`src/rtl/piso_pkg.sv`:
```
// Shared types for the PISO serializer: FSM state encoding and counter sizing.
package piso_pkg;

    typedef enum logic [1:0] {
        IDLE   = 2'd0,
        SHIFT  = 2'd1,
        PARITY = 2'd2
    } state_e;

    // Bit-counter width for a given word width; never below one bit.
    function automatic int unsigned cnt_width(input int unsigned width);
        return (width < 2) ? 1 : $clog2(width);
    endfunction

endpackage

```
`src/rtl/piso_bit_counter.sv`:
```
// Loadable down-counter with hold enable and zero flag; saturates at zero.
module piso_bit_counter
    import piso_pkg::*;
#(
    parameter int unsigned CW = 2
) (
    input  logic          clk,
    input  logic          rst,
    input  logic          load,
    input  logic [CW-1:0] load_val,
    input  logic          dec,
    output logic          zero
);

    logic [CW-1:0] count_q;
    logic [CW-1:0] count_d;

    always_comb begin
        count_d = count_q;
        if (load) begin
            count_d = load_val;
        end else if (dec && (count_q != '0)) begin
            count_d = count_q - CW'(1);
        end
    end

    always_ff @(posedge clk or negedge rst) begin
        if (!rst) begin
            count_q <= '0;
        end else begin
            count_q <= count_d;
        end
    end

    assign zero = (count_q == '0);

endmodule

```
`src/rtl/piso_serializer.sv`:
```
// Parallel-in serial-out serializer, MSB first over a valid/ready link.
// Define PISO_PARITY_EN to append one even-parity bit after the data bits.
module piso_serializer
    import piso_pkg::*;
#(
    parameter int unsigned WIDTH = 4
) (
    input  logic             clk,
    input  logic             rst,
    input  logic             load,
    input  logic [WIDTH-1:0] p_in,
    output logic             ready,
    output logic             s_out,
    output logic             s_valid,
    input  logic             s_ready,
    output logic             done
);

    localparam int unsigned   CW       = cnt_width(WIDTH);
    localparam logic [CW-1:0] LAST_IDX = CW'(WIDTH - 1);

    state_e           state_q;
    state_e           state_d;
    logic [WIDTH-1:0] shreg_q;
    logic [WIDTH-1:0] shreg_d;
    logic             cnt_load;
    logic             cnt_dec;
    logic             cnt_zero;
`ifdef PISO_PARITY_EN
    logic             parity_q;
    logic             parity_d;
`endif

    piso_bit_counter #(
        .CW(CW)
    ) u_bit_counter (
        .clk      (clk),
        .rst      (rst),
        .load     (cnt_load),
        .load_val (LAST_IDX),
        .dec      (cnt_dec),
        .zero     (cnt_zero)
    );

    always_comb begin
        state_d  = state_q;
        shreg_d  = shreg_q;
        cnt_load = 1'b0;
        cnt_dec  = 1'b0;
        done     = 1'b0;
        ready    = 1'b0;
        s_valid  = 1'b0;
        s_out    = 1'b0;
`ifdef PISO_PARITY_EN
        parity_d = parity_q;
`endif
        unique case (state_q)
            IDLE: begin
                ready = 1'b1;
                if (load) begin
                    shreg_d  = p_in;
                    cnt_load = 1'b1;
`ifdef PISO_PARITY_EN
                    parity_d = ^p_in;
`endif
                    state_d  = SHIFT;
                end
            end
            SHIFT: begin
                s_valid = 1'b1;
                s_out   = shreg_q[WIDTH-1];
                if (s_ready) begin
                    shreg_d = {shreg_q[WIDTH-2:0], 1'b0};
                    cnt_dec = 1'b1;
                    if (cnt_zero) begin
`ifdef PISO_PARITY_EN
                        state_d = PARITY;
`else
                        done    = 1'b1;
                        state_d = IDLE;
`endif
                    end
                end
            end
            PARITY: begin
`ifdef PISO_PARITY_EN
                s_valid = 1'b1;
                s_out   = parity_q;
                if (s_ready) begin
                    done    = 1'b1;
                    state_d = IDLE;
                end
`else
                state_d = IDLE;
`endif
            end
            default: state_d = IDLE;
        endcase
    end

    always_ff @(posedge clk or negedge rst) begin
        if (!rst) begin
            state_q <= IDLE;
            shreg_q <= '0;
        end else begin
            state_q <= state_d;
            shreg_q <= shreg_d;
        end
    end

`ifdef PISO_PARITY_EN
    always_ff @(posedge clk or negedge rst) begin
        if (!rst) begin
            parity_q <= 1'b0;
        end else begin
            parity_q <= parity_d;
        end
    end
`endif

endmodule
```
`config.mk`:
```
export PLATFORM = sky130hd
export DESIGN_NAME = piso_serializer
export DESIGN_NICKNAME = d
export VERILOG_FILES = /design/src/rtl/piso_pkg.sv /design/src/rtl/piso_bit_counter.sv /design/src/rtl/piso_serializer.sv
export SDC_FILE = /design/constraint.sdc
export NUM_CORES = 1
export LEC_CHECK = 0
export BUFFER_PORTS_ARGS = -buffer_cell sky130_fd_sc_hd__buf_2
export CAP_MARGIN = 30
export CORE_AREA = 2 2 39 41
export DETAILED_ROUTE_END_ITERATION = 12
export DIE_AREA = 0 0 41 43
export PLACE_DENSITY_LB_ADDON = 0.05
export SLEW_MARGIN = 20
export SYNTH_ARGS = -nofsm -noshare
export SYNTH_HDL_FRONTEND = slang
export SYNTH_HIERARCHICAL = 1
export SYNTH_SLANG_ARGS = --single-unit
export TNS_END_PERCENT = 20
```
`constraint.sdc`:
```
create_clock -name clk -period 1.6 [get_ports clk]
set_input_delay 0.4 -clock clk [delete_from_list [all_inputs] [get_ports clk]]
set_output_delay 0.4 -clock clk [all_outputs]
set_load 0.05 [all_outputs]
```
==> impl_metrics.toml <==
[sta]
finalSetupViolCount = 0
rsz0062_at_grt = "true"
fmax_mhz = 637
whs_ps = 444
skew_ps = 3.31
slew_violations = 0
period_share_pct = 98.1
layout_min_cycle_time_ps = 1570
hold_viol_final = 0

[critical_path]
critical_path_required_ps = 1200
start_kind = "flip-flop"
rrSetupSlack_ps = 200
worstPathArrival_ps = 1170
crit_fanout = 4
endpoint_kind = "output port"
worst-setup-path-type = "flip-flop to output port"

[global_routing]
grt_max_degree = 9
grt_usage_pct = 12.8
grt_pass1_vias = 373
antenna_found_initial = 0
grt-ovfl-total = 0
grt_pass1_wl_um = 1480

[power_and_ir_drop]
combinationalPowerShare_pct = 55.8
peakVddDrop_mv = 0.831
seq_power_share_pct = 29.7
power_density_nw_per_um2 = 1810
clock_power_share_pct = 14.5
leakage_nw = 0.312
power.net_switching_mw = 0.452
switching_share_pct = 41.8
p_int_mw = 0.629

[placed_design]
dpl.hpwl_um = 704
gp_congestion = 0.585
io_buffers = 11
place_inst = 68
placed_cell_area_um2 = 508

[routing]
drc_errors = 0
avgRoutedWirePerCell_um = 11.6
num_vias = 349
ant_nets = 0
via_per_inst = 4.53
first_pass_iters = 1
wl_um = 893
drtIter0Drc = 0

[logic_synthesis]
synth-edff-count = 0
yosys_most_used_dff = "dfrtp_1"
syn_area_um2 = 443
ys_top_cells_by_area = "dfrtp_1 (40%), mux2i_1 (23%), buf_6 (5.1%)"
synthCells = 41
ys_ff_latch = 7
netlist.area_leader.share_pct = 39.5
yosysSeqAreaShare_pct = 39.5
syn_area_per_cell_um2 = 10.8
ys_async_sr_fraction_pct = 100
ys.warnings.count = 6
ys_types = 17
yosys.area.top_type = "dfrtp_1"

[cells_and_area]
stdcell_count = 77
drive_gt1_share_pct = 44.3
final_cell_area_um2 = 598
insertedDiodeCount = 0
syn_to_final_growth_pct = 35.0
finish.net_count = 71

[clock_tree]
cts_buffer_depth = 2
path_clk_slew_ps = 50
htreeDepth = 1
cts.root.buffer_cell = "clkbuf_4"
cts_buffers = 3
insertion_delay_ps = 250
cts_sinks = 7
cts_tree = "done"

[status]
status = "completed"

[die]
die_w_um = 41
start_util_pct = 32.0
dieArea_um2 = 1760
die_h_um = 43
placementRows = 14
io_pins = 12
core_area_um2 = 1380

[worst_hold_path]
hp-class = "input port to flip-flop"

[flow_run]
maxCapViolCount = 0
-- placed cells by master, fill, tap and decap left out, types with 2 or more instances in the layout --
cell type	instances
nor2b_1	2
or4b_1	2
nand2_1	3
buf_4	6
conb_1	2
mux2i_1	10
inv_2	2
clkbuf_4	3
nor2_1	2
buf_2	10
dfrtp_1	6
-- power groups by stage --
stage	logic, mW	clock network (mW)	registers (mW)
CTS	0.568	0.168	0.317
global placement	0.471	0	0.312
finish	0.603	0.157	0.321
floorplan	0.374	0	0.326
global route	0.659	0.181	0.332
detailed placement	0.492	0	0.318
-- cells by family after synthesis --
group,count (synthesis),synth area share [%]
flops,7,39.5
other cells,1,0.847
compound gates,3,6.22
fa+ha+maj,1,2.82
buf+inv,6,9.32
simple gates,13,18.6
mux,10,22.6
-- final timing paths --
path                                               start                        to  depth (start not counted)
worst max register to register  u_bit_counter/count_q[0]  u_bit_counter/count_q[1]                          4
worst min-delay path                             p_in[1]                shreg_q[1]                          3
worst max-delay path            u_bit_counter/count_q[0]                      done                          4
max in group asynchronous                            rst                state_q[0]                          2
min in group asynchronous                            rst                shreg_q[0]                          2
worst min register to register                shreg_q[0]                shreg_q[0]                          2
-- sequential cells by signal, indices dropped and copies added, names as in the netlist --
| signal | count |
|---|---|
| state_q | 1 |
| shreg_q | 4 |
| u_bit_counter/count_q | 2 |
-- Yosys cell counts, drive strengths merged, types with 2 or more instances --
| cell | n |
|---|---|
| buf | 3 |
| dfrtp | 7 |
| or4b | 2 |
| nor2b | 2 |
| nor2 | 2 |
| nand2 | 3 |
| mux2i | 10 |
| and2 | 2 |
| inv | 3 |
-- layout make-up --
class | count | area, µm²
clock buffers | 4 | 26.3
fillers | 137 | 786
inverters | 3 | 11.3
multi-input cells | 29 | 244
flip-flops and latches | 7 | 176
well taps | 16 | 20.0
repair buffers | 18 | 120
-- metrics by stage --
step | total power, mW | setup slack (ps) | setup TNS, ps | utilization (%)
after floorplan | 0.701 | -20.4 | -31.6 | -
after global placement | 0.783 | 150 | 0 | 36.7
after detailed placement | 0.810 | 108 | 0 | 36.7
after CTS | 1.05 | 7.92 | 0 | 41.5
after global routing | 1.17 | -19.3 | -19.3 | 43.2
final | 1.08 | 31.2 | 0 | 43.2
-- repair_timing --
item | CTS | global route
resized for setup | 7 | 1
setup buffers | 1 | 3
hold buffers | 1 | 0
endpoints found under the setup margin | 1 | 2
hold endpoints to repair | 7 | 0
pin swaps | 1 | 2
-- metal layers --
metal | share of wire (%) | up-vias | track usage, % | routed length (µm)
li1 | - | 179 | - | -
met3 | 3.1 | 0 | 1.57 | 28
met4 | 0 | 0 | 8.00 | 0
met1 | 42 | 165 | 15.2 | 378
met2 | 54 | 5 | 20.3 | 486
met5 | 0 | - | 0 | 0
-- worst max-delay path, cell delays in order (launching register included) --
cell     delay [ps]
dfrtp_1         380
inv_2            70
ha_4            140
and3_4          190
buf_8           140
(Power assumes the default switching activity.)
